$ cat src/rtl/spi_sclk_engine_pkg.sv
// Shared definitions for the SPI SCLK/framing engine: FSM state encoding,
// default widths and a small helper.
package spi_sclk_engine_pkg;

    localparam int SPI_DIV_WIDTH = 16;
    localparam int SPI_CNT_WIDTH = 7;
    localparam int SPI_DLY_WIDTH = 8;
    localparam int SPI_NUM_CS    = 4;

    localparam logic [1:0] ST_IDLE  = 2'd0;
    localparam logic [1:0] ST_SETUP = 2'd1;
    localparam logic [1:0] ST_RUN   = 2'd2;
    localparam logic [1:0] ST_HOLD  = 2'd3;

    function automatic int max_int(input int a, input int b);
        return (a > b) ? a : b;
    endfunction

endpackage

$ cat src/rtl/spi_half_period_cnt.sv
// Loadable down-counter shared by the SCLK half periods and the chip-select
// setup/hold delays. A phase loaded with n lasts exactly n cycles: tc is high
// in its last cycle, pre_tc in the cycle before that.
module spi_half_period_cnt
    import spi_sclk_engine_pkg::*;
#(
    parameter int W = SPI_DIV_WIDTH
) (
    input  logic         sys_clk,
    input  logic         rst,
    input  logic         load,
    input  logic [W-1:0] load_val,
    output logic         tc,
    output logic         pre_tc
);

    logic [W-1:0] cnt_q, cnt_d;

    // Load takes priority; otherwise count down and park at zero.
    always_comb begin
        cnt_d = cnt_q;
        if (load) begin
            cnt_d = load_val;
        end else if (cnt_q != '0) begin
            cnt_d = cnt_q - W'(1);
        end
    end

    // Counter register.
    always_ff @(posedge sys_clk) begin
        if (rst) begin
            cnt_q <= '0;
        end else begin
            cnt_q <= cnt_d;
        end
    end

    assign tc     = (cnt_q <= W'(1));
    assign pre_tc = (cnt_q == W'(2));

endmodule

$ cat src/rtl/spi_sclk_engine.sv
// SPI master SCLK generator and character framing FSM.
// Optional macro SPI_CS_DELAY_EN: programmable chip-select setup/hold
// (cs_setup/cs_hold, 0 acts as 1). Without it both delays are one cycle.
//
// state    | meaning
// ---------+--------------------------------------------------------------
// ST_IDLE  | no transfer; sclk tracks cpol, cs_n all high
// ST_SETUP | selected cs_n low, waiting before the first SCLK edge
// ST_RUN   | generating 2N edges plus a trailing half period at idle level
// ST_HOLD  | waiting before release; cs_n goes high in the last cycle
module spi_sclk_engine
    import spi_sclk_engine_pkg::*;
#(
    parameter  int DIV_WIDTH = SPI_DIV_WIDTH,
    parameter  int CNT_WIDTH = SPI_CNT_WIDTH,
    parameter  int NUM_CS    = SPI_NUM_CS,
    parameter  int DLY_WIDTH = SPI_DLY_WIDTH,
    localparam int CS_W      = (NUM_CS > 1) ? $clog2(NUM_CS) : 1
) (
    input  logic                 sys_clk,
    input  logic                 rst,
    input  logic                 start,
    input  logic                 abort,
    input  logic [DIV_WIDTH-1:0] divider,
    input  logic [CNT_WIDTH-1:0] char_len,
    input  logic [CS_W-1:0]      cs_sel,
    input  logic                 cpol,
    input  logic                 cpha,
    input  logic [DLY_WIDTH-1:0] cs_setup,
    input  logic [DLY_WIDTH-1:0] cs_hold,
    output logic                 busy,
    output logic                 done,
    output logic                 sclk,
    output logic [NUM_CS-1:0]    cs_n,
    output logic                 shift,
    output logic                 sample,
    output logic [CNT_WIDTH-1:0] bit_cnt
);

    localparam int CW = max_int(DIV_WIDTH, DLY_WIDTH);
    localparam int NW = CNT_WIDTH + 1;

    logic [1:0]           state_q, state_d;
    logic                 busy_q, busy_d;
    logic                 done_q, done_d;
    logic                 sclk_q, sclk_d;
    logic [NUM_CS-1:0]    cs_n_q, cs_n_d;
    logic                 shift_q, shift_d;
    logic                 sample_q, sample_d;
    logic [CNT_WIDTH-1:0] bit_cnt_q, bit_cnt_d;
    logic [DIV_WIDTH-1:0] div_q, div_d;
    logic [NW-1:0]        nchar_q, nchar_d;
    logic [NW-1:0]        lead_cnt_q, lead_cnt_d;
    logic                 cpol_q, cpol_d;
    logic                 cpha_q, cpha_d;

    logic [DIV_WIDTH-1:0] div_in, half_lead, half_trail;
    logic [CW-1:0]        setup_len_in, hold_len;
    logic                 cnt_load, cnt_tc, cnt_pre_tc;
    logic [CW-1:0]        cnt_load_val;
    logic                 lead_edge, trail_edge;

    // Odd dividers put the extra cycle in the trailing half.
    assign div_in     = (divider < DIV_WIDTH'(2)) ? DIV_WIDTH'(2) : divider;
    assign half_lead  = div_q >> 1;
    assign half_trail = div_q - half_lead;

`ifdef SPI_CS_DELAY_EN
    logic [DLY_WIDTH-1:0] hold_q, hold_d;

    assign setup_len_in = (cs_setup == '0) ? CW'(1) : CW'(cs_setup);
    assign hold_len     = (hold_q == '0) ? CW'(1) : CW'(hold_q);

    // Capture the hold delay together with the rest of the configuration.
    always_comb begin
        hold_d = hold_q;
        if (state_q == ST_IDLE && start && !abort) begin
            hold_d = cs_hold;
        end
    end

    // Hold delay register.
    always_ff @(posedge sys_clk) begin
        if (rst) begin
            hold_q <= '0;
        end else begin
            hold_q <= hold_d;
        end
    end
`else
    logic unused_dly;

    assign setup_len_in = CW'(1);
    assign hold_len     = CW'(1);
    assign unused_dly   = ^{cs_setup, cs_hold};
`endif

    function automatic logic [NUM_CS-1:0] cs_decode(input logic [CS_W-1:0] sel);
        logic [NUM_CS-1:0] m;
        m = '1;
        for (int i = 0; i < NUM_CS; i++) begin
            if (int'(sel) == i) begin
                m[i] = 1'b0;
            end
        end
        return m;
    endfunction

    spi_half_period_cnt #(.W(CW)) u_hp_cnt (
        .sys_clk  (sys_clk),
        .rst      (rst),
        .load     (cnt_load),
        .load_val (cnt_load_val),
        .tc       (cnt_tc),
        .pre_tc   (cnt_pre_tc)
    );

    // Next-state, edge/strobe generation and abort override.
    always_comb begin
        state_d      = state_q;
        busy_d       = busy_q;
        done_d       = 1'b0;
        sclk_d       = sclk_q;
        cs_n_d       = cs_n_q;
        shift_d      = 1'b0;
        sample_d     = 1'b0;
        bit_cnt_d    = bit_cnt_q;
        div_d        = div_q;
        nchar_d      = nchar_q;
        lead_cnt_d   = lead_cnt_q;
        cpol_d       = cpol_q;
        cpha_d       = cpha_q;
        cnt_load     = 1'b0;
        cnt_load_val = '0;
        lead_edge    = 1'b0;
        trail_edge   = 1'b0;

        case (state_q)
            ST_IDLE: begin
                sclk_d = cpol;
                busy_d = 1'b0;
                cs_n_d = '1;
                if (start && !abort) begin
                    state_d      = ST_SETUP;
                    busy_d       = 1'b1;
                    cs_n_d       = cs_decode(cs_sel);
                    bit_cnt_d    = '0;
                    lead_cnt_d   = '0;
                    div_d        = div_in;
                    nchar_d      = (char_len == '0) ? {1'b1, {CNT_WIDTH{1'b0}}}
                                                    : {1'b0, char_len};
                    cpol_d       = cpol;
                    cpha_d       = cpha;
                    cnt_load     = 1'b1;
                    cnt_load_val = setup_len_in;
                end
            end
            ST_SETUP: begin
                if (cnt_tc) begin
                    state_d   = ST_RUN;
                    lead_edge = 1'b1;
                end
            end
            ST_RUN: begin
                if (cnt_tc) begin
                    if (sclk_q != cpol_q) begin
                        trail_edge = 1'b1;
                    end else if (lead_cnt_q == nchar_q) begin
                        state_d      = ST_HOLD;
                        cnt_load     = 1'b1;
                        cnt_load_val = hold_len;
                        if (hold_len == CW'(1)) begin
                            cs_n_d = '1;
                        end
                    end else begin
                        lead_edge = 1'b1;
                    end
                end
            end
            ST_HOLD: begin
                if (cnt_tc) begin
                    state_d = ST_IDLE;
                    busy_d  = 1'b0;
                    done_d  = 1'b1;
                    cs_n_d  = '1;
                    sclk_d  = cpol_q;
                end else if (cnt_pre_tc) begin
                    cs_n_d = '1;
                end
            end
            default: begin
                state_d = ST_IDLE;
            end
        endcase

        if (lead_edge) begin
            sclk_d       = ~cpol_q;
            lead_cnt_d   = lead_cnt_q + 1'b1;
            cnt_load     = 1'b1;
            cnt_load_val = CW'(half_lead);
            if (cpha_q) begin
                shift_d = 1'b1;
            end else begin
                sample_d  = 1'b1;
                bit_cnt_d = bit_cnt_q + 1'b1;
            end
        end

        if (trail_edge) begin
            sclk_d       = cpol_q;
            cnt_load     = 1'b1;
            cnt_load_val = CW'(half_trail);
            if (cpha_q) begin
                sample_d  = 1'b1;
                bit_cnt_d = bit_cnt_q + 1'b1;
            end else begin
                // Bit 0 was preloaded, so the final trailing edge has nothing to shift.
                shift_d = (lead_cnt_q != nchar_q);
            end
        end

        if (abort && state_q != ST_IDLE) begin
            state_d   = ST_IDLE;
            busy_d    = 1'b0;
            done_d    = 1'b0;
            sclk_d    = cpol_q;
            cs_n_d    = '1;
            shift_d   = 1'b0;
            sample_d  = 1'b0;
            bit_cnt_d = bit_cnt_q;
            cnt_load  = 1'b0;
        end
    end

    // State, configuration and registered outputs.
    always_ff @(posedge sys_clk) begin
        if (rst) begin
            state_q    <= ST_IDLE;
            busy_q     <= 1'b0;
            done_q     <= 1'b0;
            sclk_q     <= cpol;
            cs_n_q     <= '1;
            shift_q    <= 1'b0;
            sample_q   <= 1'b0;
            bit_cnt_q  <= '0;
            div_q      <= DIV_WIDTH'(2);
            nchar_q    <= '0;
            lead_cnt_q <= '0;
            cpol_q     <= 1'b0;
            cpha_q     <= 1'b0;
        end else begin
            state_q    <= state_d;
            busy_q     <= busy_d;
            done_q     <= done_d;
            sclk_q     <= sclk_d;
            cs_n_q     <= cs_n_d;
            shift_q    <= shift_d;
            sample_q   <= sample_d;
            bit_cnt_q  <= bit_cnt_d;
            div_q      <= div_d;
            nchar_q    <= nchar_d;
            lead_cnt_q <= lead_cnt_d;
            cpol_q     <= cpol_d;
            cpha_q     <= cpha_d;
        end
    end

    assign busy    = busy_q;
    assign done    = done_q;
    assign sclk    = sclk_q;
    assign cs_n    = cs_n_q;
    assign shift   = shift_q;
    assign sample  = sample_q;
    assign bit_cnt = bit_cnt_q;

endmodule

$ cat config.mk
export PLATFORM = sky130hd
export DESIGN_NAME = spi_sclk_engine
export DESIGN_NICKNAME = d
export VERILOG_FILES = /design/src/rtl/spi_sclk_engine_pkg.sv /design/src/rtl/spi_half_period_cnt.sv /design/src/rtl/spi_sclk_engine.sv
export SDC_FILE = /design/constraint.sdc
export NUM_CORES = 1
export LEC_CHECK = 0
export CAP_MARGIN = 20
export CORE_MARGIN = 2
export CORE_UTILIZATION = 56
export DETAILED_ROUTE_END_ITERATION = 12
export GPL_TIMING_DRIVEN = 0
export HOLD_SLACK_MARGIN = 0.06
export PLACE_DENSITY = 0.81
export SKIP_CTS_REPAIR_TIMING = 1
export SYNTH_ARGS = -nofsm -noshare
export SYNTH_HDL_FRONTEND = slang
export SYNTH_SLANG_ARGS = --single-unit
$ cat constraint.sdc
create_clock -name sys_clk -period 2.85 [get_ports sys_clk]
set_clock_uncertainty 0.15 [all_clocks]
set_input_delay 0.4275 -clock sys_clk [delete_from_list [all_inputs] [get_ports sys_clk]]
set_output_delay 0.4275 -clock sys_clk [all_outputs]
set_load 0.02 [all_outputs]
## After elaboration in Yosys (flattened, before gate mapping)

Cells that the tools add are included.

- Flip-flop bits (word level): 68
- Input port bits: 47

- Add/subtract/negate cells: 4
- Magnitude comparators: 2
- Equal/unequal tests: 18
- Muxes and demuxes: 70
- Bitwise logic cells: 2
- Reductions and logical operators: 22

Operators by type and width:

| operator | count |
|---|---|
| 2-to-1 mux 16 bit | 5 |
| 2-to-1 mux 7 bit | 6 |
| 2-to-1 mux 1 bit | 36 |
| 2-to-1 mux 8 bit | 4 |
| 2-to-1 mux 4 bit | 6 |
| equality test 16 x 2 -> 1 bit, second input constant | 1 |
| less-or-equal comparator 16 x 1 -> 1 bit, second input constant | 1 |
| less-than comparator 16 x 2 -> 1 bit, second input constant | 1 |
| nonzero test 16 bit | 1 |
| subtractor 16 x 1 -> 16 bit, second input constant | 1 |
| subtractor 16 x 15 -> 16 bit | 1 |
| 2-to-1 mux 2 bit | 6 |
| inequality test 2 bit, second input constant | 6 |
| case mux 4 bit (3 select lines) | 1 |
| case mux 1 bit (2 select lines) | 5 |
| nonzero test 2 bit | 5 |
| adder 8 x 1 -> 8 bit, second input constant | 1 |
| equality test 2 bit, second input constant | 4 |
| equality test 8 bit | 1 |
| inequality test 8 bit | 1 |
| case mux 2 bit (4 select lines) | 1 |
| AND reduction 2 bit | 4 |
| adder 7 x 1 -> 7 bit, second input constant | 1 |
| zero test 7 bit | 1 |
| other kinds (14) | 18 |

## Logic depth before layout (Yosys ltp)

- Word-level depth: 9
- Depth in mapped cells: 11
- Mapped depth without buffers: 9

## Hierarchy

From an unflattened synthesis, not the netlist that was laid out.

- Cells, all modules: 582
- Area, all modules: 4423.0 sq um

Modules (own cells, without submodules):

| module | times used | cells each | area each (sq um) | seq. area each (sq um) |
|---|---|---|---|---|
| spi_sclk_engine | 1 | 466 | 3469.6 | 1051.0 |
| spi_half_period_cnt | 1 | 116 | 953.4 | 320.3 |

## Least setup slack after synthesis

OpenSTA, ideal clock, no wires.

- Path type: register to register
- Start: register u_hp_cnt.cnt_q[10]
- End: register u_hp_cnt.cnt_q[7]
- Library setup time: 134 ps
- Arrival time: 2213 ps
- Setup slack: 353 ps
- Cell stages (with the launch flop): 10
- Path buffers: 3
- Path through: dfxtp_1 -> buf_2 -> nor4_4 -> nand4_4 -> or4b_4 -> a21o_1 -> buf_6 -> buf_8 -> a221oi_2 -> nor3_1

- Cells in the longest elaborated chain, start to end: 7

Ends and longest elaborated chain:

| item | line | source |
|---|---|---|
| start, declared | spi_half_period_cnt.sv:17 | `logic [W-1:0] cnt_q, cnt_d;` |
| start signal, assigned | spi_half_period_cnt.sv:34 | `cnt_q <= cnt_d;` |
| less-or-equal comparator 16 x 1 -> 1 bit | spi_half_period_cnt.sv:38 | `assign tc = (cnt_q <= W'(1));` |
| 2-to-1 mux 1 bit (on tied branches) | spi_sclk_engine.sv:165, spi_sclk_engine.sv:159 |  |
| case mux 1 bit (2 select lines) | spi_sclk_engine.sv:138 | `case (state_q)` |
| 2-to-1 mux 1 bit | spi_sclk_engine.sv:196 | `if (lead_edge) begin` |
| 2-to-1 mux 1 bit | spi_sclk_engine.sv:209 | `if (trail_edge) begin` |
| 2-to-1 mux 1 bit | spi_sclk_engine.sv:222 | `if (abort && state_q != ST_IDLE) begin` |
| 2-to-1 mux 16 bit or nonzero test 2 bit (tied branches) | n/a |  |

Several ways; a longest one is shown, not always the timed one.
A chain may end at the register's enable or synchronous reset.

## Worst setup path after layout

- Start: register u_hp_cnt.cnt_q[5]
- End: register u_hp_cnt.cnt_q[7]

Same word-level chain as after synthesis.

==> flow_summary.toml <==
[clock_network]
cts-root-to-sink-buffers = 2
clkTransAtPathRegs_ns = 0.08
h-tree-depth = 3
cts.sinks = 68
tritoncts = "done"
root_buffer = "sky130_fd_sc_hd__clkbuf_8"
cts-buffers-inserted = 9
worstSkewPairLatency_ns = 0.36

[cells_and_area]
design.final.nets = 720
leading_cell_type_in_the_layout_fill_and_taps_excluded = "sky130_fd_sc_hd__nand2_1"
most_used_cells_in_the_layout_excluding_fill_and_tap_cells = "sky130_fd_sc_hd__nand2_1 (77), sky130_fd_sc_hd__dfxtp_1 (67), sky130_fd_sc_hd__a21oi_1 (58)"
syn2layout_area_growth_pct = 18.7
multiInputGateArea_mm2 = 0.00301
final_design_area_no_fill_mm2 = 0.00542
drive_above_1_share = 0.0904
sequential_cell_area_mm2 = 0.00137
postLayoutCoreUtil = 0.694
antenna_cells_inserted = 0
nFillCells = 653

[synthesis]
netlist_top_cells_area = "sky130_fd_sc_hd__dfxtp_1 (29%), sky130_fd_sc_hd__ha_1 (6.6%), sky130_fd_sc_hd__a21oi_1 (6.5%)"
synth-seq-area-share = 0.300
mappedNetlistArea_mm2 = 0.00457
synthesis.area_per_instance_um2 = 7.74
synth_flop_cell = "sky130_fd_sc_hd__dfxtp_1"
syn-instance-count = 590
netlist-cell-type-count = 68
synthDominantAreaCellType = "sky130_fd_sc_hd__dfxtp_1"
synth_top_area_frac = 0.294
synth_warnings = 0
synth_fp_nets = 662
synth_edf_count = 1
fraction_of_registers_with_async_set_or_reset_after_synthesis = 0
flop_and_latch_count_out_of_synthesis = 68

[critical_path]
critical_path.max_stage_delay_ns = 0.65
crit_family = "simple AND/OR/NAND/NOR gates"
setup.worst_path.start_class = "flop"
critical_path_peak_fanout = 10
slowest_stage = "sky130_fd_sc_hd__or4b_4"
timing.critical_path.arrival_ns = 2.83
cp-end-kind = "flop"
worst_ep_required_time_ns = 2.91
critical_path.cell_chain = "nor4_4 > nand4_4 > or4b_4 > a21o_1 > buf_6 > buf_8 > a221oi_2 > nor3_1"
cp.buffers_inverters = 2
timing.setup.critical_path_class = "flop to flop"

[sta]
timing.final.hold_violations = 0
finalMaxSlewViolations = 0
setup_viol = 0
worst_pin_slew_ns = 0.788
fin_setup_tns_ns = 0
relSlewSlack = 0.473
clock.fmax_mhz = 362
fin_crit_sh = 0.970
whs_ns = 0.310
post_route_minimum_period_ns = 2.76

[grt]
grt_max_degree = 15
grt_first_pass_wirelength_um = 20100
global_route.overflow_total = 0
track_usage = 0.286
first_global_vias = 4248
antenna_found_initial = 0

[die]
floorplan.initialDensity = 0.585
die_h_um = 94.3
die_area_mm2 = 0.00890
pin_count = 63
floorplan.core_area_mm2 = 0.00781
rows = 32
die-width_um = 94.3

[pwr]
pwr_density_cell_mw_per_mm2 = 836
vdd_ir_drop_max_mv = 0.323
power.total_w = 0.00453
cellLeakagePower_nw = 1.98

[placement]
placer_congestion_estimate = 0.968
io_buffers = 46
postPlaceCellArea_mm2 = 0.00516
dp_hpwl_um = 9320

[status]
run_status = "completed"

[route]
ant_nets = 0
post-route-drc-count = 0
average_detailed_routed_wire_length_per_instance_um = 16.6
drt-initial-drc-count = 432
detail_route.first_pass.iterations = 5
dr_total_vias = 4623
post_drt_via_cell_ratio = 6.12
total_wirelength_um = 12500

[job]
cap_violations = 0

[worst_hold_path]
worst_hold_path_type = "flop to flop"
[metal layers]
metal | GRT usage | vias up | routed length, um
met1 | 0.396 | 2125 | 5700
met2 | 0.455 | 191 | 5740
li1 | - | 2282 | -
met5 | 0 | - | 0
met4 | 0.105 | 0 | 273
met3 | 0.0401 | 25 | 814
[synthesized netlist by cell type (12+ instances only)]
library cell and count:
sky130_fd_sc_hd__a211oi_1 12, sky130_fd_sc_hd__ha_1 24, sky130_fd_sc_hd__dfxtp_1 67, sky130_fd_sc_hd__nor2_1 54
sky130_fd_sc_hd__a21oi_1 59, sky130_fd_sc_hd__clkbuf_1 18, sky130_fd_sc_hd__nor3_1 23, sky130_fd_sc_hd__nand2_1 77
sky130_fd_sc_hd__o21ai_0 18, sky130_fd_sc_hd__nand3_1 20, sky130_fd_sc_hd__inv_1 29, sky130_fd_sc_hd__xnor2_1 16
[report_power, final]
part	total (W)	internal (W)	switching, W	leakage (nW)
Combinational	0.00239	0.000980	0.00141	1.32
Sequential	0.00130	0.00111	0.000190	0.556
Clock	0.000837	0.000416	0.000421	0.104
[cells by family (layout without fill, tap and decap cells)]
family,Yosys count,in the layout,share of synthesized area
xor+xnor,20,20,0.0383
compound gates,161,161,0.235
flops,68,68,0.300
fa+ha+maj,25,25,0.0701
mux,9,9,0.0200
buf+inv,56,119,0.0518
simple gates,251,251,0.285
[cell type report]
class / instances / area share
multi-input cells: 466 / 0.554
flip-flops and latches: 68 / 0.253
repair buffers: 48 / 0.0877
well taps: 102 / 0.0235
plain buffers: 26 / 0.0231
clock buffers: 9 / 0.0229
inverters: 29 / 0.0201
clock inverters: 7 / 0.0152
[final timing paths]
path / start / end / slack (ns) / cells after the start
worst max register to register: u_hp_cnt.cnt_q[5] / u_hp_cnt.cnt_q[7] / 0.09 / 8
worst min register to register: div_q[0] / div_q[0] / 0.31 / 2
worst max-delay path: u_hp_cnt.cnt_q[5] / u_hp_cnt.cnt_q[7] / 0.09 / 8
worst min-delay path: div_q[0] / div_q[0] / 0.31 / 2
[tightest hold or removal path, stage by stage (launching register included)]
cell and delay (ns):
sky130_fd_sc_hd__dfxtp_1 0.32, sky130_fd_sc_hd__nand2_1 0.05, sky130_fd_sc_hd__a21oi_1 0.05
[sequential cells by signal, indices dropped and copies added, names as in the netlist]
signal / cells
lead_cnt_q: 8
done: 1
busy: 1
shift: 1
u_hp_cnt.cnt_q: 16
nchar_q: 8
bit_cnt: 7
cs_n: 4
cpol_q: 1
state_q: 2
cpha_q: 1
sample: 1
sclk: 1
div_q: 16
[through the flow]
step                      worst slack [ns]  std cells
after floorplan                      0.353        590
after global routing               -0.0140        755
after detailed placement           -0.0439        738
after CTS                          -0.0754        754
final                               0.0855        755
after global placement             -0.0256        738
Power figures use the tool's default switching activity.
